File: config.mk
export PLATFORM = sky130hd
export DESIGN_NAME = calc_ndigit_core
export DESIGN_NICKNAME = d
export VERILOG_FILES = /design/src/rtl/calc_pkg.sv /design/src/rtl/bin2bcd_seq.sv /design/src/rtl/calc_ndigit_core.sv
export SDC_FILE = /design/constraint.sdc
export NUM_CORES = 1
export LEC_CHECK = 0
export CORE_MARGIN = 2
export CORE_UTILIZATION = 40
export DETAILED_ROUTE_END_ITERATION = 7
export GPL_ROUTABILITY_DRIVEN = 0
export MAX_ROUTING_LAYER = met4
export PLACE_DENSITY = 0.63
export SKIP_CTS_REPAIR_TIMING = 1
export SYNTH_ARGS = -nofsm -noshare
export SYNTH_HDL_FRONTEND = slang
export SYNTH_SLANG_ARGS = --single-unit
File: constraint.sdc
create_clock -name clk -period 4.6 [get_ports clk]
set_input_delay 0.92 -clock clk [delete_from_list [all_inputs] [get_ports clk]]
set_output_delay 0.92 -clock clk [all_outputs]
set_load 0.005 [all_outputs]
File: src/rtl/calc_pkg.sv
// Shared types and helpers for the N-digit calculator core.
package calc_pkg;

  // Top-level operating state; encoding is visible on the debug port.
  typedef enum logic [1:0] {
    ST_ENTRY = 2'd0,
    ST_OPE   = 2'd1,
    ST_HALT  = 2'd2
  } state_t;

  // Operation applied to the accumulator on the next operator/equal key.
  typedef enum logic {
    OP_ADD = 1'b0,
    OP_SUB = 1'b1
  } op_t;

  // Largest magnitude representable with the given number of decimal digits.
  function automatic int maxval(input int digits);
    int v;
    v = 1;
    for (int i = 0; i < digits; i++) v = v * 10;
    return v - 1;
  endfunction

endpackage

File: src/rtl/bin2bcd_seq.sv
// Sequential shift-add-3 binary-to-BCD converter.
// A start pulse loads the value and performs the first shift in the same
// cycle; the remaining VAL_W-1 shifts follow, and the final shift writes bcd
// and pulses done. A start while busy abandons the current conversion.
module bin2bcd_seq
  import calc_pkg::*;
#(
  parameter int VAL_W  = 10,
  parameter int DIGITS = 3
) (
  input  logic                  clk,
  input  logic                  reset,
  input  logic                  start,
  input  logic [VAL_W-1:0]      bin,
  output logic                  busy,
  output logic [4*DIGITS-1:0]   bcd,
  output logic                  done
);

  localparam int BCD_W = 4 * DIGITS;
  localparam int W     = BCD_W + VAL_W;
  localparam int CNT_W = $clog2(VAL_W + 1);

  // One double-dabble step: add 3 to every BCD digit >= 5, then shift left.
  function automatic logic [W-1:0] dabble_step(input logic [W-1:0] x);
    logic [W-1:0] y;
    y = x;
    for (int d = 0; d < DIGITS; d++) begin
      if (y[VAL_W+4*d +: 4] >= 4'd5) y[VAL_W+4*d +: 4] = y[VAL_W+4*d +: 4] + 4'd3;
    end
    return y << 1;
  endfunction

  logic [W-1:0]     r_work;
  logic [CNT_W-1:0] r_cnt;
  logic             r_busy;
  logic             r_done;
  logic [BCD_W-1:0] r_bcd;
  logic [W-1:0]     w_next;

  assign w_next = dabble_step(r_work);

  // Load/shift sequencer; the result register only changes on completion.
  always_ff @(posedge clk or negedge reset) begin
    if (!reset) begin
      r_work <= '0;
      r_cnt  <= '0;
      r_busy <= 1'b0;
      r_done <= 1'b0;
      r_bcd  <= '0;
    end else begin
      r_done <= 1'b0;
      if (start) begin
        r_work <= dabble_step({BCD_W'(0), bin});
        r_cnt  <= CNT_W'(VAL_W - 1);
        r_busy <= 1'b1;
      end else if (r_busy) begin
        r_work <= w_next;
        r_cnt  <= r_cnt - CNT_W'(1);
        if (r_cnt == CNT_W'(1)) begin
          r_busy <= 1'b0;
          r_done <= 1'b1;
          r_bcd  <= w_next[W-1:VAL_W];
        end
      end
    end
  end

  assign busy = r_busy;
  assign done = r_done;
  assign bcd  = r_bcd;

endmodule

File: src/rtl/calc_ndigit_core.sv
// N-digit signed decimal add/subtract calculator core.
// Consumes single-cycle key pulses, keeps the entry register and the signed
// accumulator, and presents the displayed magnitude as BCD via a sequential
// converter.
module calc_ndigit_core
  import calc_pkg::*;
#(
  parameter int DIGITS = 3
) (
  input  logic                          clk,
  input  logic                          reset,
  input  logic                          dig_vld,
  input  logic [3:0]                    dig,
  input  logic                          plus,
  input  logic                          minus,
  input  logic                          equal,
  input  logic                          ce,
  output logic                          sign,
  output logic                          overflow,
  output logic [4*DIGITS-1:0]           disp_bcd,
  output logic                          bcd_vld,
  output logic [1:0]                    state,
  output logic [$clog2(DIGITS+1)-1:0]   dig_cnt
);

  localparam int VAL_W  = $clog2(10 ** DIGITS);
  localparam int ACC_W  = VAL_W + 2;
  localparam int CNT_W  = $clog2(DIGITS + 1);
  localparam int BCD_W  = 4 * DIGITS;
  localparam int MAXVAL = maxval(DIGITS);

  localparam logic signed [ACC_W-1:0] MAX_S = ACC_W'(MAXVAL);
  localparam logic [VAL_W-1:0]        TEN   = VAL_W'(10);

  state_t                   r_state;
  logic [VAL_W-1:0]         r_rega;
  logic signed [ACC_W-1:0]  r_acc;
  logic [CNT_W-1:0]         r_dig_cnt;
  op_t                      r_pend_op;
  logic                     r_eq_done;

  logic [VAL_W-1:0]         r_last_bin;
  logic [BCD_W-1:0]         r_disp_bcd;
  logic                     r_bcd_vld;

  logic                     w_op_key;
  logic                     w_dig_ok;
  logic signed [ACC_W-1:0]  w_rega_ext;
  logic signed [ACC_W-1:0]  w_res;
  logic                     w_res_ovf;
  op_t                      w_new_op;
  logic [VAL_W-1:0]         w_rega_shift;
  logic [VAL_W-1:0]         w_mag;
  logic                     w_sign;
  logic                     w_start;
  logic                     w_busy;
  logic                     w_done;
  logic [BCD_W-1:0]         w_bcd;

  assign w_op_key     = equal | minus | plus;
  assign w_dig_ok     = dig_vld && (dig <= 4'd9);
  assign w_rega_ext   = signed'({2'b00, r_rega});
  assign w_res        = (r_pend_op == OP_SUB) ? (r_acc - w_rega_ext) : (r_acc + w_rega_ext);
  assign w_res_ovf    = (w_res > MAX_S) || (w_res < -MAX_S);
  // minus outranks plus when both arrive together.
  assign w_new_op     = minus ? OP_SUB : OP_ADD;
  assign w_rega_shift = (r_rega * TEN) + VAL_W'(dig);

  // Calculator FSM: key decode with priority ce > equal > minus > plus > digit.
  // NOTE: sequential state uses non-blocking assignments so every register
  // samples the pre-edge values, independent of statement order.
  always_ff @(posedge clk or negedge reset) begin
    if (!reset) begin
      r_state   <= ST_ENTRY;
      r_rega    <= '0;
      r_acc     <= '0;
      r_dig_cnt <= '0;
      r_pend_op <= OP_ADD;
      r_eq_done <= 1'b0;
    end else begin
      case (r_state)
        ST_ENTRY: begin
          if (ce) begin
            // Clear-entry: the accumulator survives.
            r_rega    <= '0;
            r_dig_cnt <= '0;
          end else if (w_op_key) begin
            if (w_res_ovf) begin
              r_state <= ST_HALT;
            end else begin
              r_acc   <= w_res;
              r_state <= ST_OPE;
              if (equal) r_eq_done <= 1'b1;
              else       r_pend_op <= w_new_op;
            end
          end else if (w_dig_ok && (r_dig_cnt < CNT_W'(DIGITS))) begin
            r_rega    <= w_rega_shift;
            r_dig_cnt <= r_dig_cnt + CNT_W'(1);
          end
        end

        ST_OPE: begin
          if (ce) begin
            r_acc     <= '0;
            r_rega    <= '0;
            r_dig_cnt <= '0;
            r_pend_op <= OP_ADD;
            r_eq_done <= 1'b0;
            r_state   <= ST_ENTRY;
          end else if (equal) begin
            // Repeated '=' leaves the result on display untouched.
          end else if (minus || plus) begin
            // Operator replacement: no accumulation happens here.
            r_pend_op <= w_new_op;
            r_eq_done <= 1'b0;
          end else if (w_dig_ok) begin
            r_rega    <= VAL_W'(dig);
            r_dig_cnt <= CNT_W'(1);
            r_state   <= ST_ENTRY;
            // A digit straight after '=' starts a fresh calculation.
            if (r_eq_done) begin
              r_acc     <= '0;
              r_pend_op <= OP_ADD;
              r_eq_done <= 1'b0;
            end
          end
        end

        ST_HALT: begin
          if (ce) begin
            r_acc     <= '0;
            r_rega    <= '0;
            r_dig_cnt <= '0;
            r_pend_op <= OP_ADD;
            r_eq_done <= 1'b0;
            r_state   <= ST_ENTRY;
          end
        end

        default: r_state <= ST_ENTRY;
      endcase
    end
  end

  // Display mux: entry register while typing, |acc| with sign after an operator.
  // NOTE: every output gets a default first so no latch is inferred.
  always_comb begin
    w_mag  = '0;
    w_sign = 1'b0;
    case (r_state)
      ST_ENTRY: w_mag = r_rega;
      ST_OPE: begin
        w_mag  = VAL_W'(r_acc[ACC_W-1] ? -r_acc : r_acc);
        w_sign = r_acc[ACC_W-1];
      end
      default: begin
        w_mag  = '0;
        w_sign = 1'b0;
      end
    endcase
  end

  // A new conversion is launched whenever the shown magnitude moves away
  // from the last value handed to the converter.
  assign w_start = (w_mag != r_last_bin);

  bin2bcd_seq #(
    .VAL_W  (VAL_W),
    .DIGITS (DIGITS)
  ) u_bin2bcd (
    .clk   (clk),
    .reset (reset),
    .start (w_start),
    .bin   (w_mag),
    .busy  (w_busy),
    .bcd   (w_bcd),
    .done  (w_done)
  );

  // BCD display register: held until a conversion finishes with no newer start.
  always_ff @(posedge clk or negedge reset) begin
    if (!reset) begin
      r_last_bin <= '0;
      r_disp_bcd <= '0;
      r_bcd_vld  <= 1'b1;
    end else if (w_start) begin
      r_last_bin <= w_mag;
      r_bcd_vld  <= 1'b0;
    end else if (w_done && !w_busy) begin
      r_disp_bcd <= w_bcd;
      r_bcd_vld  <= 1'b1;
    end
  end

  assign sign     = w_sign;
  assign overflow = (r_state == ST_HALT);
  assign disp_bcd = r_disp_bcd;
  assign bcd_vld  = r_bcd_vld;
  assign state    = r_state;
  assign dig_cnt  = r_dig_cnt;

endmodule

==> impl_metrics.csv, run 1 <==
group,metric,value,unit
outcome,outcome,"finished, final reports clean",
power,p_leak,3.12,nW
timing,clock.fmax,232,MHz
synthesis,synth_cells,601,
timing,hold_violations,0,
floorplan,io_pins,30,
route,drt_pass1_iterations,5,
critical_path,crit_arrival,4.54,ns
synthesis,synth_top_area_cell,"dfrtp_1",
global_routing,grt_pass1_wl,22.8,mm
min_path,min_path_type,"reg2reg",
synthesis,yosys_warnings,0,
route,via_count,4650,
floorplan,fp-row-count,44,
timing,period_needed,4.31,ns
synthesis,syn-cell-area,5850,um^2
placed_design,dp_hpwl,9.92,mm
route,ant_nets,0,
power,ir_drop,0.695,mV
synthesis,syn_area_per_cell,9.74,um^2
timing,slew_headroom,50.0,%
route,drt-total-wl,13.5,mm
synthesis,ys_async_sr_fraction,100,%
floorplan,core-area,14400,um^2
synthesis,synth.top_cell.area_share,38.1,%
job,max_cap_viol_count,0,
route,wl_per_cell,16.5,um
clocking,cts_inserted_buffers,9,
critical_path,cp-start-kind,"register",
synthesis,synth_ff_type,"dfrtp_1",
global_routing,track_usage,18.0,%
synthesis,ys_types,67,
route,drc_errors,0,
floorplan,die_area,15600,um^2
synthesis,synth_edf_count,0,
global_routing,grt_pass1_vias,4664,
clocking,clk_pin_slew_worst_paths,0.07,ns
finish,finish.net_count,680,
floorplan,start_util,40.6,%
synthesis,synth_nets,654,
finish,antenna_cells,0,
critical_path,crit_type,"reg2reg",
synthesis,ys_ff_latch,90,
clocking,cts.path.max_buffers,2,
route,drt_iter0_drc,341,
clocking,htree_levels,3,
clocking,insertion_delay,0.34,ns
placed_design,io_buffers,29,
global_routing,grt_max_degree,60,
timing,maxSlewViolCount,0,
placed_design,placed_area,6350,um^2
finish,final_area,6670,um^2
critical_path,end_kind,"register",
timing,rsz0062_at_grt,"no",
finish,layout-drive-gt1-share,11.6,%
route,vias_per_cell,5.70,
floorplan,fp.dieW,125,um
timing,tns,0,ns
critical_path,cp.required,4.83,ns
timing,tightest_slew,0.750,ns
floorplan,die_y,125,um
synthesis,synth_sequential_area_ratio,38.5,%
global_routing,grt_overflow_total,0,
clocking,root_buffer,"clkbuf_16",
timing,fin_skew,0.00520,ns
global_routing,antenna_found_initial,0,
power,p_per_area,768,nW/um^2
timing,finalCritPeriodShare,93.7,%
clocking,clock_sinks,90,
synthesis,synth_top_cells_by_area,"dfrtp_1 38%, ha_1 8.3%, mux2_2 4.8%",
critical_path,cp_max_fo,10,
timing,setup_violations,0,
clocking,tritoncts,"built",
finish,syn2layout_area_growth,14.0,%
report_power, final:
part	total [mW]	switching, mW	internal (mW)
clock	0.763	0.332	0.432
combinational	3.20	1.84	1.36
sequential	1.16	0.200	0.965
total	5.13	2.37	2.76
logic make-up after synthesis:
logic type               share of synthesized area, %
AO/OA/AOI/OAI                                    18.2
XOR/XNOR                                         6.58
adder cells (fa/ha/maj)                          9.36
buffers and inverters                            4.40
flip-flops                                       38.5
multiplexers                                     9.85
AND/OR/NAND/NOR                                  13.1
registers in the layout (all words and copies together), names as in the netlist:
signal,cells
u_bin2bcd.r_work,21
u_bin2bcd.done,1
r_acc,12
disp_bcd,12
r_eq_done,1
r_last_bin,10
bcd_vld,1
state,2
r_rega,10
u_bin2bcd.busy,1
u_bin2bcd.r_cnt,4
u_bin2bcd.bcd,12
r_pend_op,1
dig_cnt,2
path summary, 6_finish.rpt:
check	startpoint	end	slack, ns	depth (start not counted)
max	r_rega[2]	r_acc[3]	0.29	13
min	disp_bcd[10]	disp_bcd[10]	0.50	1
max reg2reg	r_rega[2]	r_acc[3]	0.29	13
min reg2reg	disp_bcd[10]	disp_bcd[10]	0.50	1
max in group asynchronous	reset	r_last_bin[7]	3.04	2
min in group asynchronous	reset	disp_bcd[0]	0.64	1
synthesized netlist by cell type (all sizes together) (7+ instances only):
cell     n
ha      39
xor2    14
nor3     9
dfrtp   89
nor2b   11
nand3   15
xnor2   30
o21ai   29
mux2i   16
nand2   39
a22o    15
nor2    39
clkbuf  22
inv     37
nand2b  14
a21o     9
a31oi    7
mux2    34
a211oi   8
a21oi   35
layer usage:
metal  up-vias  wire length, um  GRT usage [%]
met4         0              233           4.77
met3        32              597           2.95
met5         -                0              -
li1       2214                -              -
met2       159             6750           30.2
met1      2245             5900           22.6
metrics by stage:
| stage | worst slack, ns | total power, mW | instances | utilization, % | hold slack (ns) |
|---|---|---|---|---|---|
| after floorplan | 0.347 | 3.57 | 601 | - | 0.475 |
| after global placement | 0.334 | 4.23 | 800 | 44.0 | 0.485 |
| after detailed placement | 0.184 | 4.33 | 800 | 44.0 | 0.493 |
| after CTS | 0.176 | 5.12 | 816 | 46.2 | 0.508 |
| after global routing | 0.107 | 5.53 | 816 | 46.2 | 0.520 |
| final | 0.289 | 5.13 | 816 | 46.2 | 0.502 |
layout make-up:
cell class / count / area (um^2)
Clock buffer: 9 / 225
Clock inverter: 7 / 85.1
Fill cell: 1350 / 7750
Inverter: 38 / 143
Multi-Input combinational cell: 446 / 3350
Sequential cell: 90 / 2250
Tap cell: 184 / 230
Timing Repair Buffer: 42 / 385
worst max-delay path, cell delays in order (launching register included):
cell and delay [ns]:
dfrtp_1 0.38, nor4_2 0.41, and3_1 0.27, a21oi_1 0.10
xnor2_1 0.16, ha_1 0.38, a21o_1 0.22, or4b_2 0.61
o221ai_1 0.27, nor2_1 0.10, a41o_1 0.24, mux2_2 0.33
a211o_1 0.45, a22o_1 0.28
cells in the final DEF, fill, tap and decap left out, types with 3 or more instances in the layout:
cell type        instances
nand2b_1                14
nand2_1                 39
inv_1                   37
nor2b_1                 11
nor2_1                  39
a311oi_1                 3
clkbuf_16                9
xor2_1                  14
a22o_1                  15
a22oi_1                  3
or3_1                    4
nor3_1                   9
o21a_1                   6
xnor2_1                 30
nand3_1                 15
nor4_1                   3
a211oi_1                 8
o31ai_1                  3
and3_1                   3
dfrtp_1                 89
clkdlybuf4s50_1         28
fa_1                     3
a211o_1                  4
ha_1                    39
a21oi_1                 35
buf_4                   14
nor3b_1                  4
o22ai_1                  6
nand4_1                  3
o211ai_1                 3
mux2_2                  25
mux2_4                   9
o21ai_0                 28
mux2i_1                 16
a21o_1                   9
a31oi_1                  7
(Power assumes the default switching activity.)
==> inputs of run 2 (changes only) <==
Settings changed: CTS_CLUSTER_DIAMETER set to 100, PLACE_DENSITY 0.63 to not set, PLACE_DENSITY_LB_ADDON set to 0.15.
==> impl_metrics.csv, run 2 (synthesis results as in run 1) <==
group,metric,value,unit
timing,timing.hold.ws,0.504,ns
placed_design,dp_hpwl,9.64,mm
power,p_per_area,764,nW/um^2
finish,final_cell_mix,"89 x dfrtp_1, 39 x nor2_1, 39 x nand2_1, 39 x ha_1, 37 x inv_1",
route,drt-total-wl,13.1,mm
timing,tns,0,ns
floorplan,die_y,125,um
timing,period_needed,4.32,ns
timing,rsz0062_at_grt,"no",
global_routing,grt_overflow_total,0,
timing,fin_ws,0.281,ns
critical_path,cp.required,4.83,ns
clocking,tritoncts,"built",
power,p_leak,3.12,nW
finish,syn2layout_area_growth,13.9,%
global_routing,grt_max_degree,63,
finish,layout-drive-gt1-share,11.5,%
min_path,min_path_type,"reg2reg",
finish,antenna_cells,0,
finish,fin_cells,817,
route,drt_pass1_iterations,5,
global_routing,grt_pass1_vias,4450,
finish,largest_reg_flops,21,
finish,layout_commonest_cell,"dfrtp_1",
critical_path,crit_arrival,4.55,ns
floorplan,fp.dieW,125,um
critical_path,crit_type,"reg2reg",
job,max_cap_viol_count,0,
clocking,htree_levels,3,
clocking,clk_pin_slew_worst_paths,0.07,ns
timing,clock.fmax,232,MHz
floorplan,io_pins,30,
clocking,cts.path.max_buffers,2,
outcome,outcome,"finished, final reports clean",
route,vias_per_cell,5.61,
critical_path,cp_max_fo,10,
route,drt_iter0_drc,225,
clocking,cts_inserted_buffers,9,
finish,final_area,6670,um^2
timing,setup_violations,0,
floorplan,fp-row-count,44,
finish,regMostFlops,"u_bin2bcd.r_work",
timing,finalCritPeriodShare,93.9,%
clocking,insertion_delay,0.34,ns
power,ir_drop,0.547,mV
route,via_count,4587,
critical_path,end_kind,"register",
timing,maxSlewViolCount,0,
global_routing,antenna_found_initial,0,
global_routing,track_usage,17.8,%
clocking,root_buffer,"clkbuf_16",
clocking,clock_sinks,90,
placed_design,dp_slack,0.171,ns
placed_design,io_buffers,29,
timing,slew_headroom,47.0,%
timing,tightest_slew,0.795,ns
route,wl_per_cell,16.1,um
critical_path,cp-start-kind,"register",
placed_design,dp_cells,801,
floorplan,start_util,40.6,%
finish,finish.net_count,681,
floorplan,die_area,15600,um^2
floorplan,core-area,14400,um^2
timing,hold_violations,0,
timing,fin_skew,0.00654,ns
global_routing,grt_pass1_wl,22.0,mm
placed_design,placed_area,6360,um^2
route,drc_errors,0,
route,ant_nets,0,
run 2: routing by layer:
metal,global-route usage (%),vias up,wire [um]
met5,-,-,0
met2,29.9,106,6690
li1,-,2231,-
met1,21.9,2235,5740
met3,3.77,15,548
met4,4.38,0,147
run 2: per-stage QoR:
step	power, mW	util, %
after floorplan	3.57	-
after global placement	4.29	44.1
after detailed placement	4.34	44.1
after CTS	5.12	46.2
after global routing	5.56	46.2
final	5.09	46.2
run 2: final timing paths:
check / start / to / slack [ns] / cells after the start
max: r_rega[2] / r_acc[9] / 0.28 / 13
min: u_bin2bcd.bcd[0] / disp_bcd[0] / 0.50 / 1
max reg2reg: r_rega[2] / r_acc[9] / 0.28 / 13
min reg2reg: u_bin2bcd.bcd[0] / disp_bcd[0] / 0.50 / 1
max in group asynchronous: reset / bcd_vld / 3.02 / 2
min in group asynchronous: reset / u_bin2bcd.bcd[2] / 0.65 / 1
run 2: cell type report:
type	count	area [um^2]
fill	1362	7750
multi-input combinational	446	3350
sequential	90	2250
timing repair buffer	43	393
tap	184	230
clock buffer	10	229
inverter	38	143
clock inverter	6	72.6
run 2: critical path: stages, from the launching register on:
cell	delay [ns]
dfrtp_1	0.39
nor4_2	0.40
and3_1	0.27
a21oi_1	0.09
xnor2_1	0.16
ha_1	0.37
a21o_1	0.22
or4b_2	0.61
o221ai_1	0.28
nor2_1	0.10
a41o_1	0.24
mux2_2	0.33
a211o_1	0.45
a22o_1	0.28
run 2: report_power, final:
group	switching [mW]	leakage, nW	internal, mW
sequential	0.197	1.21	0.965
combinational	1.81	1.77	1.36
clock	0.326	0.149	0.429
==> inputs of run 3 (changes only) <==
Settings changed: SKIP_CTS_REPAIR_TIMING 1 to not set.
==> results of run 3 <==
Final layout, timing and power as in run 2 (identical DEF).
